### src/rtl/button_debounce_pulse_if.sv
// Key-conditioning bundle: raw key and repeat enable in,
// debounced level and decrement strobe out.
interface button_debounce_pulse_if;
  logic btn_in;
  logic repeat_en;
  logic pulse;
  logic pressed;

  modport master (
    output btn_in,
    output repeat_en,
    input  pulse,
    input  pressed
  );

  modport slave (
    input  btn_in,
    input  repeat_en,
    output pulse,
    output pressed
  );
endinterface

### src/rtl/button_debounce_pulse.sv
// Push-button conditioner: 2-flop sync, press/release debounce,
// one pulse per accepted press plus optional auto-repeat.
module button_debounce_pulse #(
  parameter int unsigned DEBOUNCE_CYCLES = 500000,
  parameter int unsigned REPEAT_DELAY    = 25000000,
  parameter int unsigned REPEAT_PERIOD   = 5000000,
  parameter int unsigned ACTIVE_LOW      = 1
) (
  input  logic clk,
  input  logic reset,
  button_debounce_pulse_if.slave bif
);

  localparam int unsigned DBW = $clog2(DEBOUNCE_CYCLES);
  localparam int unsigned RMAX =
    (REPEAT_DELAY > REPEAT_PERIOD) ? REPEAT_DELAY
                                   : REPEAT_PERIOD;
  localparam int unsigned RW = $clog2(RMAX);

  localparam logic [DBW-1:0] DB_LAST =
    DBW'(DEBOUNCE_CYCLES - 1);
  localparam logic [RW-1:0] RD_LAST =
    RW'(REPEAT_DELAY - 1);
  localparam logic [RW-1:0] RP_LAST =
    RW'(REPEAT_PERIOD - 1);

  // Pin level of a released key; XOR with it yields active-high.
  localparam logic IDLE_LVL = (ACTIVE_LOW != 0);

  typedef enum logic [1:0] {
    IDLE,
    PRESS_DB,
    HELD,
    REL_DB
  } state_t;

  state_t         state;
  state_t         state_n;
  logic [DBW-1:0] db_cnt;
  logic [DBW-1:0] db_n;
  logic [RW-1:0]  rpt_cnt;
  logic [RW-1:0]  rpt_n;
  logic [RW-1:0]  rpt_last;
  logic           first_done;
  logic           first_n;
  logic           pulse_q;
  logic           pulse_n;
  logic           pressed_q;
  logic           pressed_n;
  logic           sync1;
  logic           sync2;
  logic           raw;

  always_ff @(posedge clk) begin
    if (reset) begin
      sync1 <= IDLE_LVL;
      sync2 <= IDLE_LVL;
    end else begin
      sync1 <= bif.btn_in;
      sync2 <= sync1;
    end
  end

  assign raw = sync2 ^ IDLE_LVL;

  assign rpt_last = first_done ? RP_LAST : RD_LAST;

  always_ff @(posedge clk) begin
    if (reset) begin
      state      <= IDLE;
      db_cnt     <= '0;
      rpt_cnt    <= '0;
      first_done <= 1'b0;
      pulse_q    <= 1'b0;
      pressed_q  <= 1'b0;
    end else begin
      state      <= state_n;
      db_cnt     <= db_n;
      rpt_cnt    <= rpt_n;
      first_done <= first_n;
      pulse_q    <= pulse_n;
      pressed_q  <= pressed_n;
    end
  end

  always_comb begin
    state_n   = state;
    db_n      = db_cnt;
    rpt_n     = rpt_cnt;
    first_n   = first_done;
    pulse_n   = 1'b0;
    pressed_n = pressed_q;
    unique case (state)
      IDLE: begin
        if (raw) begin
          state_n = PRESS_DB;
          db_n    = '0;
        end
      end
      PRESS_DB: begin
        if (!raw) begin
          state_n = IDLE;
        end else if (db_cnt == DB_LAST) begin
          state_n   = HELD;
          pulse_n   = 1'b1;
          pressed_n = 1'b1;
          rpt_n     = '0;
          first_n   = 1'b0;
        end else begin
          db_n = db_cnt + 1'b1;
        end
      end
      HELD: begin
        if (!raw) begin
          state_n = REL_DB;
          db_n    = '0;
        end else if (!bif.repeat_en) begin
          // Re-enabling must wait the full initial delay again.
          rpt_n   = '0;
          first_n = 1'b0;
        end else if (rpt_cnt == rpt_last) begin
          pulse_n = 1'b1;
          rpt_n   = '0;
          first_n = 1'b1;
        end else begin
          rpt_n = rpt_cnt + 1'b1;
        end
      end
      REL_DB: begin
        // Repeat timing stays frozen across a release glitch.
        if (raw) begin
          state_n = HELD;
        end else if (db_cnt == DB_LAST) begin
          state_n   = IDLE;
          pressed_n = 1'b0;
        end else begin
          db_n = db_cnt + 1'b1;
        end
      end
      default: begin
        state_n = IDLE;
      end
    endcase
  end

  assign bif.pulse   = pulse_q;
  assign bif.pressed = pressed_q;

  a_no_double: assert property (
    @(posedge clk) disable iff (reset)
    pulse_q |=> !pulse_q
  );

endmodule

### src/flat_wrapper.sv
// flat-port wrapper written by rule: the top's interface ports become plain ports
module button_debounce_pulse_flat 
#(
  parameter int unsigned DEBOUNCE_CYCLES = 500000,
  parameter int unsigned REPEAT_DELAY    = 25000000,
  parameter int unsigned REPEAT_PERIOD   = 5000000,
  parameter int unsigned ACTIVE_LOW      = 1
)
  (clk, reset, bif_btn_in, bif_repeat_en, bif_pulse, bif_pressed);
  button_debounce_pulse_if bif_i ();
  input  logic clk;
  input  logic reset;
  input wire logic [$bits(bif_i.btn_in)-1:0] bif_btn_in;
  input wire logic [$bits(bif_i.repeat_en)-1:0] bif_repeat_en;
  output wire logic [$bits(bif_i.pulse)-1:0] bif_pulse;
  output wire logic [$bits(bif_i.pressed)-1:0] bif_pressed;
  assign bif_i.btn_in = bif_btn_in;
  assign bif_i.repeat_en = bif_repeat_en;
  assign bif_pulse = bif_i.pulse;
  assign bif_pressed = bif_i.pressed;
  button_debounce_pulse #(.DEBOUNCE_CYCLES(DEBOUNCE_CYCLES), .REPEAT_DELAY(REPEAT_DELAY), .REPEAT_PERIOD(REPEAT_PERIOD), .ACTIVE_LOW(ACTIVE_LOW)) u_core (.clk(clk), .reset(reset), .bif(bif_i));
endmodule
### config.mk
export PLATFORM = sky130hd
export DESIGN_NAME = button_debounce_pulse_flat
export DESIGN_NICKNAME = d
export VERILOG_FILES = /design/src/rtl/button_debounce_pulse_if.sv /design/src/rtl/button_debounce_pulse.sv /design/src/flat_wrapper.sv
export SDC_FILE = /design/constraint.sdc
export NUM_CORES = 1
export LEC_CHECK = 0
export ABC_CLOCK_PERIOD_IN_PS = 5900
export BUFFER_PORTS_ARGS = -buffer_cell sky130_fd_sc_hd__buf_2
export CORE_ASPECT_RATIO = 0.75
export CORE_UTILIZATION = 35
export CTS_CLUSTER_DIAMETER = 40
export CTS_CLUSTER_SIZE = 14
export DETAILED_ROUTE_END_ITERATION = 8
export PLACE_DENSITY = 0.6
export RECOVER_POWER = 100
export SLEW_MARGIN = 20
export SYNTH_ARGS = -nofsm -noshare
export SYNTH_HDL_FRONTEND = slang
export SYNTH_SLANG_ARGS = --single-unit
export TNS_END_PERCENT = 5
### constraint.sdc
create_clock -name clk -period 5.9 [get_ports clk]
set_clock_uncertainty 0.15 [all_clocks]
set_input_delay 0.295 -clock clk [delete_from_list [all_inputs] [get_ports clk]]
set_output_delay 0.295 -clock clk [all_outputs]
set_load 0.02 [all_outputs]
## Word-level counts from Yosys, hierarchy flattened

Index checks and enable logic that the tools add are counted.

- Add/sub/neg operators: 2
- Multipliers: 0
- Div/mod/pow operators: 0
- Magnitude comparators: 0
- Equal/unequal tests: 15
- Shift-type cells: 0
- Mux-type cells: 36
- Bitwise operators: 0
- Reductions and logical operators: 8

Operators by type and width:

| kind | number |
|---|---|
| two-way mux 25 bit | 6 |
| two-way mux 19 bit | 5 |
| one-hot mux 19 bit (4 select lines) | 1 |
| one-hot mux 25 bit (2 select lines) | 1 |
| adder 25 x 1 -> 25 bit (second input constant) | 1 |
| == test 25 bit | 1 |
| adder 19 x 1 -> 19 bit (second input constant) | 1 |
| == test 19 bit (second input constant) | 1 |
| two-way mux 1 bit | 13 |
| two-way mux 2 bit | 6 |
| AND reduction 4 bit | 3 |
| AND reduction 5 bit | 2 |
| inequality test 2 x 1 -> 1 bit (second input constant) | 4 |
| one-hot mux 2 bit (4 select lines) | 1 |
| inequality test 2 bit (second input constant) | 3 |
| one-hot mux 1 bit (2 select lines) | 3 |
| == test 2 bit (second input constant) | 2 |
| nonzero test 2 bit | 2 |
| inequality test 3 x 1 -> 1 bit (second input constant) | 1 |
| inequality test 3 x 2 -> 1 bit (second input constant) | 1 |
| inequality test 3 bit (second input constant) | 1 |
| == test 2 x 1 -> 1 bit (second input constant) | 1 |
| zero test 2 bit | 1 |

- Bits in registers: 51
- Bits in latches: 0
- Bits in writable memories: 0
- Bits in read-only memories: 0
- Bits of input ports: 4
- Output and inout bits: 2
- Word-level logic and storage cells: 69
- Memories kept: 0

## Logic depth before layout (Yosys ltp)

- Word-level depth: 6
- Depth in mapped cells: 9
- Mapped depth without buffers: 7

## Worst setup path after synthesis

No wires, ideal clock.

- Kind: register to register
- Start point: reg u_core.rpt_cnt[12]
- End point: reg u_core.rpt_cnt[0]
- Setup time: 0.132 ns
- Arrival: 2.198 ns
- Data required time: 5.618 ns
- Slack: 3.420 ns
- Stages on the path, launching flop included: 7
- Buffers on the path: 1
- Period minus slack after synthesis: 2.480 ns
- Cells stage by stage: dfxtp_1 > or4_1 > or4_1 > a2111o_1 > a21oi_4 > buf_6 > nor3_1

- Word-level cells in the longest chain between the ends: 5

RTL lines:

| element | RTL line | source |
|---|---|---|
| start, declared | button_debounce_pulse.sv:41 | `logic [RW-1:0] rpt_cnt;` |
| start signal, assigned | button_debounce_pulse.sv:79 | `rpt_cnt <= rpt_n;` |
| == test 25 bit | button_debounce_pulse.sv:121 | `end else if (rpt_cnt == rpt_last) begin` |
| two-way mux 25 bit | button_debounce_pulse.sv:121 |  |
| two-way mux 25 bit | button_debounce_pulse.sv:117 | `end else if (!bif.repeat_en) begin` |
| two-way mux 25 bit | button_debounce_pulse.sv:114 | `if (!raw) begin` |
| one-hot mux 25 bit (2 select lines) | button_debounce_pulse.sv:93 | `unique case (state)` |

No other way between the ends. The select of a mux whose other input is x is not followed.
A chain may end at the register's enable or synchronous reset.

## Worst setup path in the final report

- Start point: reg u_core.rpt_cnt[12]
- End point: reg u_core.rpt_cnt[15]

- Word-level cells in the longest chain between the ends: 5
- Elaborated cells between the ends (all ways): 6
- Those cells by class: 1 x add/sub; 1 x eq/ne; 4 x mux

RTL lines:

| element | RTL line |
|---|---|
| adder 25 x 1 -> 25 bit or == test 25 bit (tied branches) | button_debounce_pulse.sv:126, button_debounce_pulse.sv:121 |
| two-way mux 25 bit * | button_debounce_pulse.sv:121 |
| two-way mux 25 bit * | button_debounce_pulse.sv:117 |
| two-way mux 25 bit * | button_debounce_pulse.sv:114 |
| one-hot mux 25 bit (2 select lines) * | button_debounce_pulse.sv:93 |

Every way passes the cells marked *; elsewhere a longest branch is shown, timed or not. The select of a mux whose other input is x is not followed.

==> results.md <==
- R2R Path End: u_core.rpt_cnt[15]
- I/O pins: 6
- Clock transition at path regs: 100 ps
- Final Hold Viols: 0
- #FFs+latches synth: 51
- Top_reg_cell synth: dfxtp_1
- CTS Sinks: 51
- Clk_lat worst skew: 310 ps
- Violated checks: capacitance limit, slew limit
- Post-detail-place hpwl: 4510 um
- Worst R2R Start: u_core.rpt_cnt[12]
- DP Area: 2900 um^2
- Slew @ Worst Pin: 2050 ps
- Pwr Density: 201 nW/um^2
- Vias per std cell: 5.77
- Critical path arrival: 3790 ps
- First-pass GRT wire length: 11000 um
- Buffers on Ports: 5
- CTS resizes: 0
- Most used cell, CP: or4_1
- Share of layout cells above drive strength 1: 7.12%
- Deepest clock path buffer count: 2
- Syn Std Cell Area: 2840 um^2
- FMAX: 259 MHz
- Family with the most delay on the worst path: compound AO/OA/AOI/OAI gates
- Initial Util: 36.0%
- Die area: 8470 um^2
- Routability cong.: 0.808
- Final Instance Area: 3000 um^2
- RSZ-0062 raised after global routing: false
- Leading area contributor after synthesis: dfxtp_1
- FP Rows: 28
- Depth of the CTS H-tree: 2
- WL final: 6550 um
- Syn Nets: 351
- Type of origin of the critical path: flip-flop
- Synth area leaders: dfxtp_1, a211oi_1, or4_1
- Max-Cap Viols: 2
- Gr usage total: 16.3%
- Status: finished with violations
- Post-synth EDFFs: 0
- Yosys top cell area share: 36.0%
- Final Max Slew Viols: 59
- Global route overflow: 0
- Async S/R FF share, synth: 0%
- Setup CP Type: reg2reg
- Final setup violation count: 0
- P_leak: 0.818 nW
- ANT nets after route: 0
- Hold-fix buffers at CTS: 0
- CORE AREA: 7880 um^2
- Iteration-0 DRC Markers: 151
- Initial antenna violation count: 0
- VDD IR max: 86.7 uV
- Slew margin rel.: -36.6%
- Period Utilization, post-route: 65.4%
- Sequential fraction of the synthesis area: 36.0%
- Post-place setup slack: 2930 ps
- Finished Layout Cells: 442
- Hold_sp: bif_btn_in
- Hold Crit Depth: 2
- CP cell instances: or4_1, or4_1, a2111o_1, a21oi_1, a211oi_1
- CTS tree: done
- DRC Markers: 0
- ANT cells: 0
- Post-layout minimum cycle time: 3860 ps
- Die Wd: 106 um
- Final #Nets: 346
- Crit end category: flip-flop
- Maximum fanout along the worst path: 25
- Post-CTS Setup Repair Bufs: 0
- Crit-path max cell delay: 1530 ps
- Slowest cell on crit path: a21oi_1
- Post-synthesis cell type count: 52
- WP buf/inv: 0
- Area delta synth->final: 5.60%
- Filler cells: 816
- Final worst-path setup slack: 2040 ps
- Hold slack: 24.4 ps
- Placed cell count: 433
- Drt first pass iters: 4
- Cells after Synth: 341
- Worst-case reg-to-reg path depth: 5
- Crit path required time: 5830 ps
- WHS Endpoint: u_core.sync1
- Avg Synthesized Cell Area: 8.32 um^2
- Worst Hold Class: in2reg
- Vias: 2551
- Reg-to-reg slack, setup: 2040 ps
- Root Buffer: clkbuf_8
- Height of the die: 80.0 um
- Synth warn: 0
- Setup_tns: 0 ps
- Total CTS buffers: 5
- Largest net degree at the start of global routing: 52
- Wire per inst: 14.8 um
- Vias in the first global route: 2204
-- synth_stat cells, types with 3 or more instances --
cell	instances
dfxtp_1	51
a211oi_1	23
nand2_1	21
o21ai_0	21
nand3_1	19
or3_1	19
nor2_1	18
a21oi_1	17
or4_1	17
o31ai_1	16
nand4_1	15
clkbuf_1	13
inv_1	12
nor3_1	8
ha_1	6
and4_1	5
and3_1	4
or2_2	4
and2_1	3
and2_2	3
buf_6	3
nor4b_1	3
xnor2_1	3
-- how the worst max path moves through the flow --
stage,start,endpoint,slack (ps),depth (start not counted)
floorplan,u_core.rpt_cnt[12],u_core.rpt_cnt[0],3420,6
global placement,u_core.db_cnt[0],u_core.rpt_cnt[12],3000,6
detailed placement,u_core.db_cnt[0],u_core.rpt_cnt[12],2930,6
CTS,u_core.db_cnt[0],u_core.rpt_cnt[12],2940,6
global route,u_core.rpt_cnt[12],u_core.rpt_cnt[15],1790,5
finish,u_core.rpt_cnt[12],u_core.rpt_cnt[15],2040,5
-- registers in the layout, summed over array words and instances, names as in the netlist, named ones only --
name,count
u_core.sync1,1
u_core.first_done,1
u_core.rpt_cnt,25
u_core.db_cnt,19
u_core.bif.pulse,1
u_core.state,1
u_core.sync2,1
u_core.bif.pressed,1
-- per-stage QoR --
step | util (%) | power [mW]
2_1_floorplan | - | 0.394
4_1_cts | 37.8 | 0.608
3_3_place_gp | 36.8 | 0.407
3_5_place_dp | 36.8 | 0.407
6_report | 38.0 | 0.601
5_1_grt | 38.0 | 0.632
-- cells in the final DEF (no fill, tap or decap), types with 4 or more instances in the layout --
master and count:
a211oi_1 23, a21oi_1 18, and3_1 4, and4_1 5, clkbuf_1 4, clkbuf_8 5, dfxtp_1 51, ha_1 6
inv_1 12, nand2_1 21, nand3_1 19, nand4_1 15, nor2_1 18, nor3_1 8, o21ai_0 21, o31ai_1 16
or2_2 4, or3_1 19, or4_1 17
-- final cells by class --
class | count | area, um^2 | share of cell area (%)
repair buffers | 6 | 48.8 | 1.63
clock inverters | 2 | 12.5 | 0.418
flip-flops and latches | 51 | 1020 | 34.1
well taps | 105 | 131 | 4.39
clock buffers | 6 | 72.6 | 2.42
multi-input cells | 260 | 1660 | 55.6
inverters | 12 | 45.0 | 1.50
-- kinds of logic after synthesis --
logic type | after synthesis | share of synthesized area (%)
AND/OR/NAND/NOR | 151 | 30.7
buffers and inverters | 30 | 4.94
flip-flops | 51 | 36.0
multiplexers | 2 | 0.750
XOR/XNOR | 5 | 1.54
AO/OA/AOI/OAI | 96 | 23.4
adder cells (fa/ha/maj) | 6 | 2.65
-- per-layer routing --
layer  GRT usage [%]  vias to the layer above  part of all wire, %
li1                -                     1304                    -
met1            24.6                     1197                   56
met2            22.2                       44                   39
met3            4.08                        6                  4.4
met4            4.58                        0                 0.84
met5               0                        -                    0
-- power by group --
group / internal, mW / switching, mW / leakage, nW
Combinational: 0.0127 / 0.0364 / 0.365
Clock: 0.0833 / 0.118 / 0.0412
Sequential: 0.347 / 0.00381 / 0.411
Note: power is estimated with default switching activity, not from simulation.
